### config.mk
export PLATFORM = sky130hd
export DESIGN_NAME = knn_history_replay
export DESIGN_NICKNAME = d
export VERILOG_FILES = /design/src/rtl/knn_history_replay_pkg.sv /design/src/rtl/knn_history_replay_slot_mem.sv /design/src/rtl/knn_history_replay.sv
export SDC_FILE = /design/constraint.sdc
export NUM_CORES = 2
export LEC_CHECK = 0
export CORE_ASPECT_RATIO = 0.6
export CORE_MARGIN = 4
export CORE_UTILIZATION = 66
export CTS_BUF_LIST = sky130_fd_sc_hd__clkbuf_4 sky130_fd_sc_hd__clkbuf_8
export CTS_CLUSTER_SIZE = 40
export DETAILED_ROUTE_END_ITERATION = 6
export GPL_ROUTABILITY_DRIVEN = 0
export GPL_TIMING_DRIVEN = 0
export PLACE_DENSITY = 0.87
export SYNTH_ARGS = -nofsm -noshare
export SYNTH_HDL_FRONTEND = slang
export SYNTH_SLANG_ARGS = --single-unit
### constraint.sdc
create_clock -name clk -period 5.7 [get_ports clk]
set_clock_uncertainty 0.05 [all_clocks]
set_input_delay 0.855 -clock clk [delete_from_list [all_inputs] [get_ports clk]]
set_output_delay 0.855 -clock clk [all_outputs]
set_load 0.03 [all_outputs]
### src/rtl/knn_history_replay_pkg.sv
// Shared types for the KNN history replay cache: the entry format, default
// sizing and the replay FSM state encoding.
package knn_history_replay_pkg;

    localparam int K_DEF         = 10;
    localparam int NUM_SLOTS_DEF = 4;

    typedef struct packed {
        logic [15:0] distance;
        logic [15:0] index;
    } knn_entry_t;

    typedef enum logic {
        ST_IDLE,
        ST_REPLAY
    } replay_state_t;

endpackage

### src/rtl/knn_history_replay_slot_mem.sv
// Storage for NUM_SLOTS top-K result sets plus per-slot counts; one full-set
// write port, one entry read port and one count lookup port.
module knn_slot_mem
    import knn_history_replay_pkg::*;
#(
    parameter int K         = K_DEF,
    parameter int NUM_SLOTS = NUM_SLOTS_DEF,
    parameter int SLOT_W    = (NUM_SLOTS > 1) ? $clog2(NUM_SLOTS) : 1,
    parameter int CNT_W     = $clog2(K + 1)
) (
    input  logic              clk,
    input  logic              rst,
    input  logic              i_wr_en,
    input  logic [SLOT_W-1:0] i_wr_slot,
    input  logic [CNT_W-1:0]  i_wr_count,
    input  knn_entry_t        i_wr_entry [K],
    input  logic              i_clr_all,
    input  logic [SLOT_W-1:0] i_rd_slot,
    input  logic [CNT_W-1:0]  i_rd_ptr,
    output knn_entry_t        o_rd_entry,
    input  logic [SLOT_W-1:0] i_cnt_slot,
    output logic [CNT_W-1:0]  o_cnt
);

    knn_entry_t       r_mem [NUM_SLOTS][K];
    logic [CNT_W-1:0] r_cnt [NUM_SLOTS];

    always_ff @(posedge clk or negedge rst) begin
        if (!rst) begin
            for (int unsigned s = 0; s < NUM_SLOTS; s++) begin
                r_cnt[s] <= '0;
                for (int unsigned k = 0; k < K; k++) begin
                    r_mem[s][k] <= '0;
                end
            end
        end else begin
            if (i_wr_en) begin
                for (int unsigned k = 0; k < K; k++) begin
                    r_mem[i_wr_slot][k] <= i_wr_entry[k];
                end
            end
            // Invalidate wins over a same-cycle write; the entries may land but stay unreachable.
            if (i_clr_all) begin
                for (int unsigned s = 0; s < NUM_SLOTS; s++) begin
                    r_cnt[s] <= '0;
                end
            end else if (i_wr_en) begin
                r_cnt[i_wr_slot] <= i_wr_count;
            end
        end
    end

    assign o_rd_entry = r_mem[i_rd_slot][i_rd_ptr];
    assign o_cnt      = r_cnt[i_cnt_slot];

endmodule

### src/rtl/knn_history_replay.sv
// Multi-slot top-K history cache: accepts full result sets from the sorter and
// replays one slot's entries, one per handshake, to the distance-compare unit.
module knn_history_replay
    import knn_history_replay_pkg::*;
#(
    parameter int K         = K_DEF,
    parameter int NUM_SLOTS = NUM_SLOTS_DEF,
    parameter int SLOT_W    = (NUM_SLOTS > 1) ? $clog2(NUM_SLOTS) : 1,
    parameter int CNT_W     = $clog2(K + 1)
) (
    input  logic              clk,
    input  logic              rst,
    input  logic              top_k_done,
    input  logic [SLOT_W-1:0] top_k_slot,
    input  logic [CNT_W-1:0]  top_k_count,
    input  knn_entry_t        top_k_entry [K],
    output logic              top_k_ready,
    input  logic              inv_all,
    input  logic              new_query,
    input  logic [SLOT_W-1:0] query_slot,
    output logic              query_ready,
    output knn_entry_t        entry_to_compute,
    output logic              entry_valid,
    input  logic              entry_ready,
    output logic [CNT_W-1:0]  entry_idx,
    output logic              entry_last,
    output logic              replay_done
);

    localparam logic [CNT_W-1:0] K_CNT = CNT_W'(K);

    replay_state_t     r_state,       w_state_n;
    logic [CNT_W-1:0]  r_ptr,         w_ptr_n;
    logic [SLOT_W-1:0] r_active_slot, w_active_slot_n;
    logic [CNT_W-1:0]  r_active_cnt,  w_active_cnt_n;
    logic              r_done,        w_done_n;

    logic              w_wr_acc;
    logic [CNT_W-1:0]  w_wr_count;
    logic [CNT_W-1:0]  w_slot_cnt;
    logic [CNT_W-1:0]  w_q_count;
    logic              w_is_last;
    knn_entry_t        w_rd_entry;

    assign top_k_ready = !(r_state == ST_REPLAY && top_k_slot == r_active_slot);
    assign query_ready = (r_state == ST_IDLE);
    assign w_wr_acc    = top_k_done && top_k_ready;
    assign w_wr_count  = (top_k_count > K_CNT) ? K_CNT : top_k_count;

    // A same-cycle write to the queried slot supplies the count; its entries are in memory before the first read.
    assign w_q_count = (w_wr_acc && !inv_all && top_k_slot == query_slot) ? w_wr_count : w_slot_cnt;
    assign w_is_last = (r_ptr == r_active_cnt - CNT_W'(1));

    knn_slot_mem #(
        .K         (K),
        .NUM_SLOTS (NUM_SLOTS),
        .SLOT_W    (SLOT_W),
        .CNT_W     (CNT_W)
    ) u_mem (
        .clk        (clk),
        .rst        (rst),
        .i_wr_en    (w_wr_acc),
        .i_wr_slot  (top_k_slot),
        .i_wr_count (w_wr_count),
        .i_wr_entry (top_k_entry),
        .i_clr_all  (inv_all),
        .i_rd_slot  (r_active_slot),
        .i_rd_ptr   (r_ptr),
        .o_rd_entry (w_rd_entry),
        .i_cnt_slot (query_slot),
        .o_cnt      (w_slot_cnt)
    );

    always_ff @(posedge clk or negedge rst) begin
        if (!rst) begin
            r_state       <= ST_IDLE;
            r_ptr         <= '0;
            r_active_slot <= '0;
            r_active_cnt  <= '0;
            r_done        <= 1'b0;
        end else begin
            r_state       <= w_state_n;
            r_ptr         <= w_ptr_n;
            r_active_slot <= w_active_slot_n;
            r_active_cnt  <= w_active_cnt_n;
            r_done        <= w_done_n;
        end
    end

    always_comb begin
        w_state_n       = r_state;
        w_ptr_n         = r_ptr;
        w_active_slot_n = r_active_slot;
        w_active_cnt_n  = r_active_cnt;
        w_done_n        = 1'b0;
        case (r_state)
            ST_IDLE: begin
                if (new_query) begin
                    if (w_q_count != '0) begin
                        w_active_slot_n = query_slot;
                        w_active_cnt_n  = w_q_count;
                        w_ptr_n         = '0;
                        w_state_n       = ST_REPLAY;
                    end else begin
                        w_done_n = 1'b1;
                    end
                end
            end
            ST_REPLAY: begin
                if (entry_ready) begin
                    if (w_is_last) begin
                        w_ptr_n   = '0;
                        w_state_n = ST_IDLE;
                        w_done_n  = 1'b1;
                    end else begin
                        w_ptr_n = r_ptr + CNT_W'(1);
                    end
                end
            end
            default: w_state_n = ST_IDLE;
        endcase
    end

    assign entry_valid      = (r_state == ST_REPLAY);
    assign entry_to_compute = entry_valid ? w_rd_entry : '0;
    assign entry_idx        = entry_valid ? r_ptr : '0;
    assign entry_last       = entry_valid && w_is_last;
    assign replay_done      = r_done;

endmodule

==> results by stage <==
Run status:
- The flow ran to the end, but the final reports show violations.
- The final reports fail on design-rule violations, negative setup slack.

Synthesis:
- By area, the combinational part of the netlist is dominated by multiplexers.
- Each instance of the synthesized netlist takes up on average 11.59 um^2.
- Summed over all instances, the cell type with the most area after synthesis is sky130_fd_sc_hd__dfrtp_1.
- For this run, asynchronously set or reset flops after synthesis account for 100.0%.
- After synthesis, the largest area contributor takes up 54.72% of total cell area.
- The compound-cell area share of the yosys netlist is 2.338%.
- In this run, synthesis produced a sequential element count of 1,308.
- The most used flip-flop cell after synthesis is sky130_fd_sc_hd__dfrtp_1.
- The cell count after synthesis came out at 5,162.
- Summing every instance area after synthesis gives 0.05982 mm^2.
- The synthesized-area fraction occupied by adder cells is 0.04183%.
- In the synthesized netlist, mux cells make up 25.41% of the area.
- The XOR/XNOR share of the synthesized area is 0.1464%.
- The fraction of the mapped netlist area in simple logic gates is 14.01%.
- The net count after synthesis is 5,498.
- The register area share after synthesis is 54.72%.
- The count of cell types in the netlist is 48.
- For this run, the number of Yosys warnings is 0.
- The synthesized design contains 0 enable-type register cells.
- Sorting the synthesized cells by area gives the leading types as sky130_fd_sc_hd__dfrtp_1 55%, sky130_fd_sc_hd__nand2_1 13%, sky130_fd_sc_hd__mux2_2 11%.

Clocking:
- The root buffer cell is sky130_fd_sc_hd__clkbuf_8.
- The number of buffers created by CTS is 179.
- In this run the deepest clock path goes through 3 buffers.
- TritonCTS built the clock tree.
- The clock transition time at the flip-flop clock pins of the worst setup and hold paths is 0.07 ns.
- The number of clock sinks is 1,308.
- Post-CTS timing repair inserted 0 buffers for setup.
- For the worst-skew pair, the clock arrives at the later sink with an insertion delay of 0.92 ns.
- CTS built an H-tree with a depth of 4.

Timing:
- The post-route fraction of the period consumed by the critical path is 103.7%.
- The transition time at the pin with the least slew margin is 1.287 ns.
- In the post-route analysis, the smallest setup slack over all paths is -0.2081 ns.
- The count of endpoints failing hold in the final timing report was 0.
- The number of pins with negative max-slew slack in the final report is 0.
- Setup violations remaining at the end of the flow were counted as 12.
- The clock period minus worst slack is 5.908 ns.
- Setup repair after global routing could not meet its margin everywhere.
- For this run, the top clock speed supported by timing is 169.3 MHz.
- The max-slew headroom at the worst pin is 14.20%.

Global routing:
- The number of antenna violations at the first check in global routing was 74.
- The overall track demand over capacity in global routing is 42.87%.
- The number of global-route vias before repair was 46,550.
- The total congestion overflow is 0.
- The maximum number of pins on one net before global-route repair is 182.
- The global-route wire length before repair is 298.9 mm.

Route:
- After detailed routing, no signal wire sits above met5.
- The routed layout has 47,500 vias.
- Before antenna repair, the detailed router went through 7 iterations.
- The number of DRC violations after detailed-routing iteration 0 is 7,533.
- After detailed routing, the met2 layer carries 83.23 mm of wire.
- The number of remaining DRC errors is 3.
- The post-detailed-route via-to-cell ratio is 6.654.
- The average wire per cell in the routed design is 28.91 um.
- The routed design uses 35.34 mm of met3 wire.
- After detailed routing, the wire length on met1 is 71.96 mm.
- The number of nets with antenna violations after detailed routing is 0.
- The overall routed net length is 206.4 mm.

Min path:
- The type of the most critical hold path is input pin to flip-flop.

Final layout:
- Relative to the synthesized area, the layout overhead comes to 16.27%.
- The final layout contains 6,057 nets.
- The library cell used most frequently in the layout, excluding fill and tap cells, is sky130_fd_sc_hd__nand2_1.
- Cells with a size suffix above 1 make up 25.27% of the layout.
- The layout has 5,123 filler cells.
- In the layout the commonest cells are 2,075 x sky130_fd_sc_hd__nand2_1, 1,308 x sky130_fd_sc_hd__dfrtp_1, 606 x sky130_fd_sc_hd__mux2_2.
- The final cell area excluding filler cells is 0.06956 mm^2.

Critical path:
- The kind of start point of the critical path is a flip-flop.
- At the worst endpoint, the arrival time is 5.00 ns.
- The endpoint type of the worst setup path is a primary output.
- Traced cell by cell, the critical path runs through buf_2, buf_4, buf_4, nor2b_1, clkbuf_1, clkbuf_4, a22oi_1, nand3_1, nand4_1, dlygate4sd2_1.
- On the worst path, the slowest cell contributes a delay of 0.53 ns.
- The critical path's most frequent cell is sky130_fd_sc_hd__buf_4.
- The worst setup path is of the flip-flop to primary output kind.
- For flop-to-flop paths, the worst setup slack is 2.02 ns.
- The largest individual stage delay along the critical path comes from the cell sky130_fd_sc_hd__nand4_1.
- STA puts the critical path data required time at 4.80 ns.
- In this run the worst path has a maximum fanout of 10.

Power:
- The combinational cell fraction of total power is 41.7%.
- Across the VDD grid, the largest voltage drop is 288.2 uV.
- Per report_power, the clock group accounts for 20.2% of the total.
- The post-layout total power is 39,730 uW.
- The share of total power in sequential cells is 38.1%.
- The static leakage is 0.03229 uW.
- The areal power density over the cells is 571.2 mW/mm^2.
- Net switching is 39.07% of the power.
- The cell internal power dissipation is 24,210 uW.
- The total net switching power is 15,520 uW.

Placed design:
- At the placement stage, the worst setup path has a slack of -0.05045 ns.
- After detailed placement, the total cell area comes to 0.06528 mm^2.
- The sum of net half-perimeters after detailed placement is 145.1 mm.
- The count of buffers from port buffering is 369.

Floorplanning:
- During I/O placement, the number of pins put on the boundary was 375.
- The die covers 0.09568 mm^2.
- The area inside the core boundary is 0.08976 mm^2.
- The vertical die dimension is 241.2 um.
- For this configuration, the core starts out at a cell density of 66.64%.
- The count of standard-cell rows is 85.
- The die is 396.7 um wide.

Run:
- The number of maximum-capacitance violations is 0.
==> per-layer routing <==
layer | GRT usage, % | vias to the layer above
met5 | 4.440 | -
met4 | 26.28 | 49
met3 | 22.92 | 977
met2 | 56.12 | 4029
met1 | 55.90 | 23760
li1 | - | 18690
==> final timing paths <==
check                                             startpoint  depth (start not counted)                             to
max in group asynchronous                                rst                          6  u_mem.r_mem[1225]$_DFFE_PN0P_
min in group asynchronous                                rst                          2   u_mem.r_mem[610]$_DFFE_PN0P_
worst min register to register   u_mem.r_mem[34]$_DFFE_PN0P_                          2    u_mem.r_mem[34]$_DFFE_PN0P_
worst min-delay path                           query_slot[0]                          2   r_active_slot[0]$_DFFE_PN0P_
worst max-delay path            r_active_slot[0]$_DFFE_PN0P_                         10           entry_to_compute[30]
worst max register to register  r_active_slot[1]$_DFFE_PN0P_                          8   u_mem.r_mem[127]$_DFFE_PN0P_
==> power by group through the flow <==
stage	Sequential (uW)	Combinational (uW)	Clock (uW)
after floorplan	14300	10100	0
after global placement	15100	14900	0
after detailed placement	15000	15400	0
after CTS	15000	15600	7980
after global routing	15400	17100	8410
final	15100	16500	8030
==> cells in the mapped netlist, drive strengths merged, types with 3 or more instances <==
library cell,n
nand2b,4
mux4,258
a22oi,95
or3,3
o221a,3
clkbuf,115
mux2i,173
buf,236
a21oi,39
nor2,46
o21ai,5
mux2,673
nor2b,4
nand2,2075
inv,4
dfrtp,1308
nor3b,3
nor3,4
xnor2,6
nor4,3
and2,6
xor2,4
a211oi,8
o2111ai,31
nand3,37
==> registers in the layout, indices dropped and copies added, names as in the netlist <==
register       count
entry_valid        1
r_active_slot      2
r_active_cnt       4
replay_done        1
u_mem.r_cnt       16
r_ptr              4
u_mem.r_mem     1280
==> cell families after synthesis <==
| logic type | Yosys count |
|---|---|
| fa+ha+maj | 2 |
| mux | 1104 |
| flops | 1308 |
| compound gates | 191 |
| xor+xnor | 10 |
| buf+inv | 356 |
| simple gates | 2191 |
==> through the flow <==
stage | hold WS, ns | utilization, % | cells | TNS (ns)
2_1_floorplan | 0.3905 | - | 5162 | 0
3_3_place_gp | 0.4022 | 72.46 | 6749 | -
3_5_place_dp | 0.4072 | 72.72 | 6757 | -0.05045
4_1_cts | 0.1498 | 77.22 | 7079 | 0
5_1_grt | 0.2200 | 77.47 | 7131 | -0.01355
6_report | 0.2038 | 77.49 | 7139 | -1.080
==> area by class of cell <==
class                           instances  area, um^2  share of cell area [%]
Inverter                                5       18.77                 0.02698
Antenna cell                           60       150.1                  0.2159
Clock inverter                         37       405.4                  0.5828
Multi-Input combinational cell       3498       25200                   36.23
Clock buffer                          284        3552                   5.107
Timing Repair Buffer                  378        3944                   5.670
Sequential cell                      1308       32730                   47.06
Tap cell                             1218        1524                   2.191
Buffer                                351        2032                   2.921
==> worst max-delay path: cells and delay by family, from the launching register on <==
kind | cells | cell delay, ns
buf+inv | 6 | 2.53
flops | 1 | 0.33
simple gates | 3 | 1.03
compound gates | 1 | 0.15
==> timing repair <==
action,4_1_cts,5_1_grt
endpoints found under the hold margin,61,0
hold buffers,1,0
pin swaps,0,1
cloned,0,0
setup endpoints to repair,32,18
gates resized for setup,37,35
(Power assumes the default switching activity.)
